--- src/rtl/err_compute_gen.sv ---
// Serial position-weighted IR error engine: snapshots NUM_PAIRS right/left
// readings, accumulates sum((R[i]-L[i]) << i) over 2*NUM_PAIRS cycles, then
// optionally inverts, saturates and registers the result with a valid pulse.
module err_compute_gen #(
  parameter int unsigned NUM_PAIRS = 4,
  parameter int unsigned IR_W      = 12,
  parameter int unsigned ERR_W     = 16,
  parameter int unsigned INVERT    = 0
) (
  input  logic                      clk,
  input  logic                      rst,
  input  logic                      IR_vld,
  input  logic [NUM_PAIRS*IR_W-1:0] IR_R,
  input  logic [NUM_PAIRS*IR_W-1:0] IR_L,
  output logic [ERR_W-1:0]          error,
  output logic                      err_vld,
  output logic                      sat,
  output logic                      busy,
  output logic                      ovr
);

  localparam int unsigned IN_W   = NUM_PAIRS * IR_W;
  localparam int unsigned ACC_W  = IR_W + NUM_PAIRS + 1;
  localparam int unsigned PAIR_W = (NUM_PAIRS > 1) ? $clog2(NUM_PAIRS) : 1;
  localparam int unsigned CMP_W  = ((ACC_W > ERR_W) ? ACC_W : ERR_W) + 1;

  // Clamp limits, sign-extended to the comparison width
  localparam logic signed [CMP_W-1:0] MAX_V = {{(CMP_W-ERR_W+1){1'b0}}, {(ERR_W-1){1'b1}}};
  localparam logic signed [CMP_W-1:0] MIN_V = {{(CMP_W-ERR_W+1){1'b1}}, {(ERR_W-1){1'b0}}};

  typedef enum logic {IDLE, ACCUM} state_e;

  state_e                   state_q, state_d;
  logic [PAIR_W-1:0]        pair_q, pair_d;
  logic                     phase_q, phase_d;   // 0: add right, 1: subtract left
  logic signed [ACC_W-1:0]  acc_q, acc_d;
  logic [IN_W-1:0]          r_snap_q, r_snap_d;
  logic [IN_W-1:0]          l_snap_q, l_snap_d;
  logic [ERR_W-1:0]         error_q, error_d;
  logic                     sat_q, sat_d;
  logic                     err_vld_q, err_vld_d;
  logic                     busy_q, busy_d;
  logic                     ovr_q, ovr_d;

  logic [IR_W-1:0]          rd_sel;
  logic signed [ACC_W-1:0]  term;
  logic signed [ACC_W-1:0]  acc_step;
  logic signed [ACC_W-1:0]  fin;
  logic signed [CMP_W-1:0]  fin_ext;
  logic                     last_step;

  // State and datapath registers
  always_ff @(posedge clk) begin
    if (rst) begin
      state_q   <= IDLE;
      pair_q    <= '0;
      phase_q   <= 1'b0;
      acc_q     <= '0;
      r_snap_q  <= '0;
      l_snap_q  <= '0;
      error_q   <= '0;
      sat_q     <= 1'b0;
      err_vld_q <= 1'b0;
      busy_q    <= 1'b0;
      ovr_q     <= 1'b0;
    end else begin
      state_q   <= state_d;
      pair_q    <= pair_d;
      phase_q   <= phase_d;
      acc_q     <= acc_d;
      r_snap_q  <= r_snap_d;
      l_snap_q  <= l_snap_d;
      error_q   <= error_d;
      sat_q     <= sat_d;
      err_vld_q <= err_vld_d;
      busy_q    <= busy_d;
      ovr_q     <= ovr_d;
    end
  end

  // Next-state, accumulation step, inversion and saturation
  always_comb begin
    state_d   = state_q;
    pair_d    = pair_q;
    phase_d   = phase_q;
    acc_d     = acc_q;
    r_snap_d  = r_snap_q;
    l_snap_d  = l_snap_q;
    error_d   = error_q;
    sat_d     = sat_q;
    err_vld_d = 1'b0;
    busy_d    = busy_q;
    ovr_d     = 1'b0;

    rd_sel    = phase_q ? l_snap_q[int'(pair_q)*IR_W +: IR_W]
                        : r_snap_q[int'(pair_q)*IR_W +: IR_W];
    term      = ACC_W'(rd_sel) << pair_q;
    acc_step  = phase_q ? (acc_q - term) : (acc_q + term);
    fin       = (INVERT != 0) ? -acc_step : acc_step;
    fin_ext   = {{(CMP_W-ACC_W){fin[ACC_W-1]}}, fin};
    last_step = phase_q && (pair_q == PAIR_W'(NUM_PAIRS - 1));

    case (state_q)
      IDLE: begin
        if (IR_vld) begin
          r_snap_d = IR_R;
          l_snap_d = IR_L;
          acc_d    = '0;
          pair_d   = '0;
          phase_d  = 1'b0;
          busy_d   = 1'b1;
          state_d  = ACCUM;
        end
      end
      ACCUM: begin
        acc_d   = acc_step;
        ovr_d   = IR_vld;
        phase_d = ~phase_q;
        if (phase_q) pair_d = pair_q + PAIR_W'(1);
        if (last_step) begin
          state_d   = IDLE;
          busy_d    = 1'b0;
          pair_d    = '0;
          err_vld_d = 1'b1;
          if (fin_ext > MAX_V) begin
            error_d = MAX_V[ERR_W-1:0];
            sat_d   = 1'b1;
          end else if (fin_ext < MIN_V) begin
            error_d = MIN_V[ERR_W-1:0];
            sat_d   = 1'b1;
          end else begin
            error_d = fin_ext[ERR_W-1:0];
            sat_d   = 1'b0;
          end
        end
      end
      default: state_d = IDLE;
    endcase
  end

  assign error   = error_q;
  assign sat     = sat_q;
  assign err_vld = err_vld_q;
  assign busy    = busy_q;
  assign ovr     = ovr_q;

endmodule
--- config.mk ---
export PLATFORM = sky130hd
export DESIGN_NAME = err_compute_gen
export DESIGN_NICKNAME = d
export VERILOG_FILES = /design/src/rtl/err_compute_gen.sv
export SDC_FILE = /design/constraint.sdc
export NUM_CORES = 1
export LEC_CHECK = 0
export BUFFER_PORTS_ARGS = -buffer_cell sky130_fd_sc_hd__buf_4
export CAP_MARGIN = 10
export CORE_ASPECT_RATIO = 0.8
export CORE_MARGIN = 10
export CORE_UTILIZATION = 55
export DETAILED_ROUTE_END_ITERATION = 16
export PLACE_DENSITY = 0.79
export SYNTH_ARGS = -nofsm -noshare
export SYNTH_HDL_FRONTEND = slang
export SYNTH_SLANG_ARGS = --single-unit
--- constraint.sdc ---
create_clock -name clk -period 6.4 [get_ports clk]
set_input_delay 1.6 -clock clk [delete_from_list [all_inputs] [get_ports clk]]
set_output_delay 1.6 -clock clk [all_outputs]
set_load 0.02 [all_outputs]
==> impl_metrics.toml <==
[run_status]
status = "completed"

[grt]
grt_start_max_net_pins = 112
vias_in_the_first_global_route = 6100
grt-ovfl-total = 0
first_pass_grt_wire_length_microns = 30400
global_route.usage.total_pct = 20.8
grt_antenna_before_repair = 0

[worst_setup_path]
critPathLaunchType = "flip-flop"
critPathMaxFanout = 22
path_cells = "buf_4 -> mux2_1 -> a21oi_1 -> a21oi_1 -> o21a_1 -> nor2_1 -> a41o_1 -> o21ai_0 -> xor2_1 -> ha_1 -> o21a_1 -> o21a_1 -> o21a_1 -> o2bb2ai_1 -> xor2_2 -> a21boi_0 -> buf_4 -> a221o_1"
slowest_stage = "sky130_fd_sc_hd__dfxtp_2"
critical_path.endpoint_type = "flip-flop"
worst_path_dominant_cell_family = "compound AO/OA/AOI/OAI gates"
arrival_ns = 5.41
worstSetupPathDepth = 18
critPathMaxStageDelay_ns = 0.77
buffers_inverters_on_critical_path = 2
critical_path_required_ns = 6.71
worstRegToRegCells = 18
timing_worst_setup_path_type = "reg -> reg"
critical-path-top-cell-by-count = "sky130_fd_sc_hd__o21a_1"

[power]
p_leak_uw = 0.00337
p_per_area_mw_per_mm2 = 299
ir_worst_vdd_mv = 0.194

[layout]
num-fill-cells = 973
final_layout_size_suffix_gt1_share_pct = 22.3
areaGrowthSynthToFinish_pct = 22.2
final_area_sq_mm = 0.00844
finish.net_count = 1015
layout_common_cells = "sky130_fd_sc_hd__nand2_1 (219), sky130_fd_sc_hd__dfxtp_1 (135), sky130_fd_sc_hd__buf_4 (128), sky130_fd_sc_hd__a21oi_1 (117), sky130_fd_sc_hd__nor2_1 (34)"
final_common_cell = "sky130_fd_sc_hd__nand2_1"
multi_input_comb_area_sq_mm = 0.00389
antenna_cells_inserted = 0
seqCellArea_sq_mm = 0.00275

[timing]
clock-skew-final_ns = 0.0106
timing.final.max_slew_violations = 0
period_share_pct = 79.7
timing.fmax_mhz = 196
final.setup.tns_ns = 0
setup_viol = 0
finalHoldViolations = 0
rsz0062_at_grt = "false"
finalCriticalPeriod_ns = 5.10
worst-slew-pin-transition_ns = 1.11
slew_limit_headroom_pct = 25.8

[route]
routed-via-count = 6146
route.detailed.wl_per_inst_microns = 17.3
wl_met2_microns = 8620
wirelength_routed_microns = 18700
highest_layer = "met4"
dr.first_iter.drc_count = 615
drc = 0
drt-met1-wl_microns = 8660
drt_pre_antenna_iters = 6
detail_route.vias_per_cell = 5.69
route.met3.wl_microns = 1170
antenna_left = 0

[yosys]
number_of_nets_in_the_synthesized_netlist = 923
syn_avg_cell_area_sq_um = 8.58
synth_largest_type_area_fraction_pct = 39.7
summed_instance_area_of_the_synthesized_netlist_sq_mm = 0.00691
synth_seq_area_share_pct = 39.7
synth_cells = 805
synth_flop_cell = "sky130_fd_sc_hd__dfxtp_1"
edff_count_synth = 0
ranking_of_synthesized_cells_by_area = "sky130_fd_sc_hd__dfxtp_1 (40%), sky130_fd_sc_hd__nand2_1 (12%), sky130_fd_sc_hd__a21oi_1 (8.5%)"
asyncSetResetFlopFracSynth_pct = 0
ys.warnings.count = 0
yosysTopAreaCell = "sky130_fd_sc_hd__dfxtp_1"
flop_and_latch_count_out_of_synthesis = 137
synth_cell_type_count = 70

[cts]
cts_setup_buffers = 0
insertion_delay_ns = 0.43
hold_buffers = 0
root_buffer = "sky130_fd_sc_hd__clkbuf_16"
cts_num_sinks = 137
tritoncts.num_buffers = 17
cts_htree_levels = 4
cts.reportedPaths.clkPinSlew_ns = 0.06
ctsResizeCount = 0
cts-root-to-sink-buffers = 2
tritoncts = "done"

[placed_design]
port-buffer-count = 118
placedInstanceArea_sq_mm = 0.00786
gp_congestion = 0.885
detailed_place_hpwl_microns = 13600

[flow_run]
max_cap_violations = 0

[floorplanning]
chipWidth_microns = 145
boundaryPins = 119
dieHeight_microns = 120
placeableCoreArea_sq_mm = 0.0123
std_cell_rows = 36
floorplan.initialDensity_pct = 56.4
design.die.area_sq_mm = 0.0175

[hold_path]
hold_critical_path_depth = 2
holdCritPathClass = "reg -> reg"
[tightest hold or removal path, cell delays in order, from the launching register on]
cell                      delay [ns]
sky130_fd_sc_hd__dfxtp_1        0.31
sky130_fd_sc_hd__nand2_1        0.05
sky130_fd_sc_hd__a21oi_1        0.05
[area by class of cell]
type / count / share of cell area, %
Timing Repair Buffer: 128 / 11.4
Tap cell: 171 / 2.53
Clock inverter: 13 / 1.59
Inverter: 12 / 0.533
Multi-Input combinational cell: 601 / 46.1
Sequential cell: 137 / 32.5
Clock buffer: 19 / 5.36
[sequential cells by signal, indices dropped and copies added, names as in the netlist]
| register | flops |
|---|---|
| state_q | 1 |
| err_vld | 1 |
| r_snap_q | 48 |
| l_snap_q | 48 |
| phase_q | 1 |
| sat | 1 |
| busy | 1 |
| pair_q | 2 |
| error | 16 |
| acc_q | 17 |
| ovr | 1 |
[final timing paths]
| kind | from | endpoint | slack (ns) |
|---|---|---|---|
| worst max-delay path | pair_q[1]$_SDFFE_PP0P_ | error[2]$_SDFFE_PP0P_ | 1.30 |
| worst min-delay path | l_snap_q[47]$_SDFFE_PP0P_ | l_snap_q[47]$_SDFFE_PP0P_ | 0.45 |
| worst max register to register | pair_q[1]$_SDFFE_PP0P_ | error[2]$_SDFFE_PP0P_ | 1.30 |
| worst min register to register | l_snap_q[47]$_SDFFE_PP0P_ | l_snap_q[47]$_SDFFE_PP0P_ | 0.45 |
[through the flow]
step	setup slack, ns	power, uW	utilization (%)	instances	hold WS, ns
3_5_place_dp	1.32	1570	64.1	1049	0.447
5_1_grt	0.895	2640	68.9	1081	0.477
2_1_floorplan	1.64	1400	-	805	0.425
3_3_place_gp	1.48	1550	64.1	1049	0.437
6_report	1.30	2530	68.9	1081	0.452
4_1_cts	1.30	2530	68.9	1081	0.456
[cell families (layout without fill, tap and decap cells)]
family,after synthesis,count (layout),synth area share (%)
adders and majority gates,22,22,3.98
xor gates and xnor gates,29,29,4.17
AOI/OAI and AO/OA,207,207,19.5
and+or+nand+nor,304,304,18.7
buffers and inverters,67,172,4.20
muxes,39,39,9.80
DFF,137,137,39.7
[metal layers]
metal,track usage (%),vias up
met5,0,-
met4,6.18,0
met3,5.37,29
met2,33.0,227
met1,27.6,2893
li1,-,2997
[synthesized netlist by cell type, types with 9 or more instances]
cell and n:
sky130_fd_sc_hd__dfxtp_1 137, sky130_fd_sc_hd__inv_1 11, sky130_fd_sc_hd__o21a_1 9, sky130_fd_sc_hd__nor2_1 34, sky130_fd_sc_hd__xor2_1 9, sky130_fd_sc_hd__o21ai_0 20, sky130_fd_sc_hd__a22o_1 9, sky130_fd_sc_hd__mux4_2 15
sky130_fd_sc_hd__xnor2_1 17, sky130_fd_sc_hd__nor3_1 13, sky130_fd_sc_hd__nand2_1 219, sky130_fd_sc_hd__mux2i_1 13, sky130_fd_sc_hd__a21oi_1 117, sky130_fd_sc_hd__ha_1 18, sky130_fd_sc_hd__a221o_1 11, sky130_fd_sc_hd__clkbuf_1 37
[power breakdown]
| part | leakage, uW | total (uW) | internal [uW] | switching [uW] |
|---|---|---|---|---|
| sequential | 0.00112 | 951 | 908 | 42.9 |
| combinational | 0.00197 | 609 | 265 | 344 |
| clock | 0.000280 | 968 | 565 | 403 |
Power figures use the tool's default switching activity.
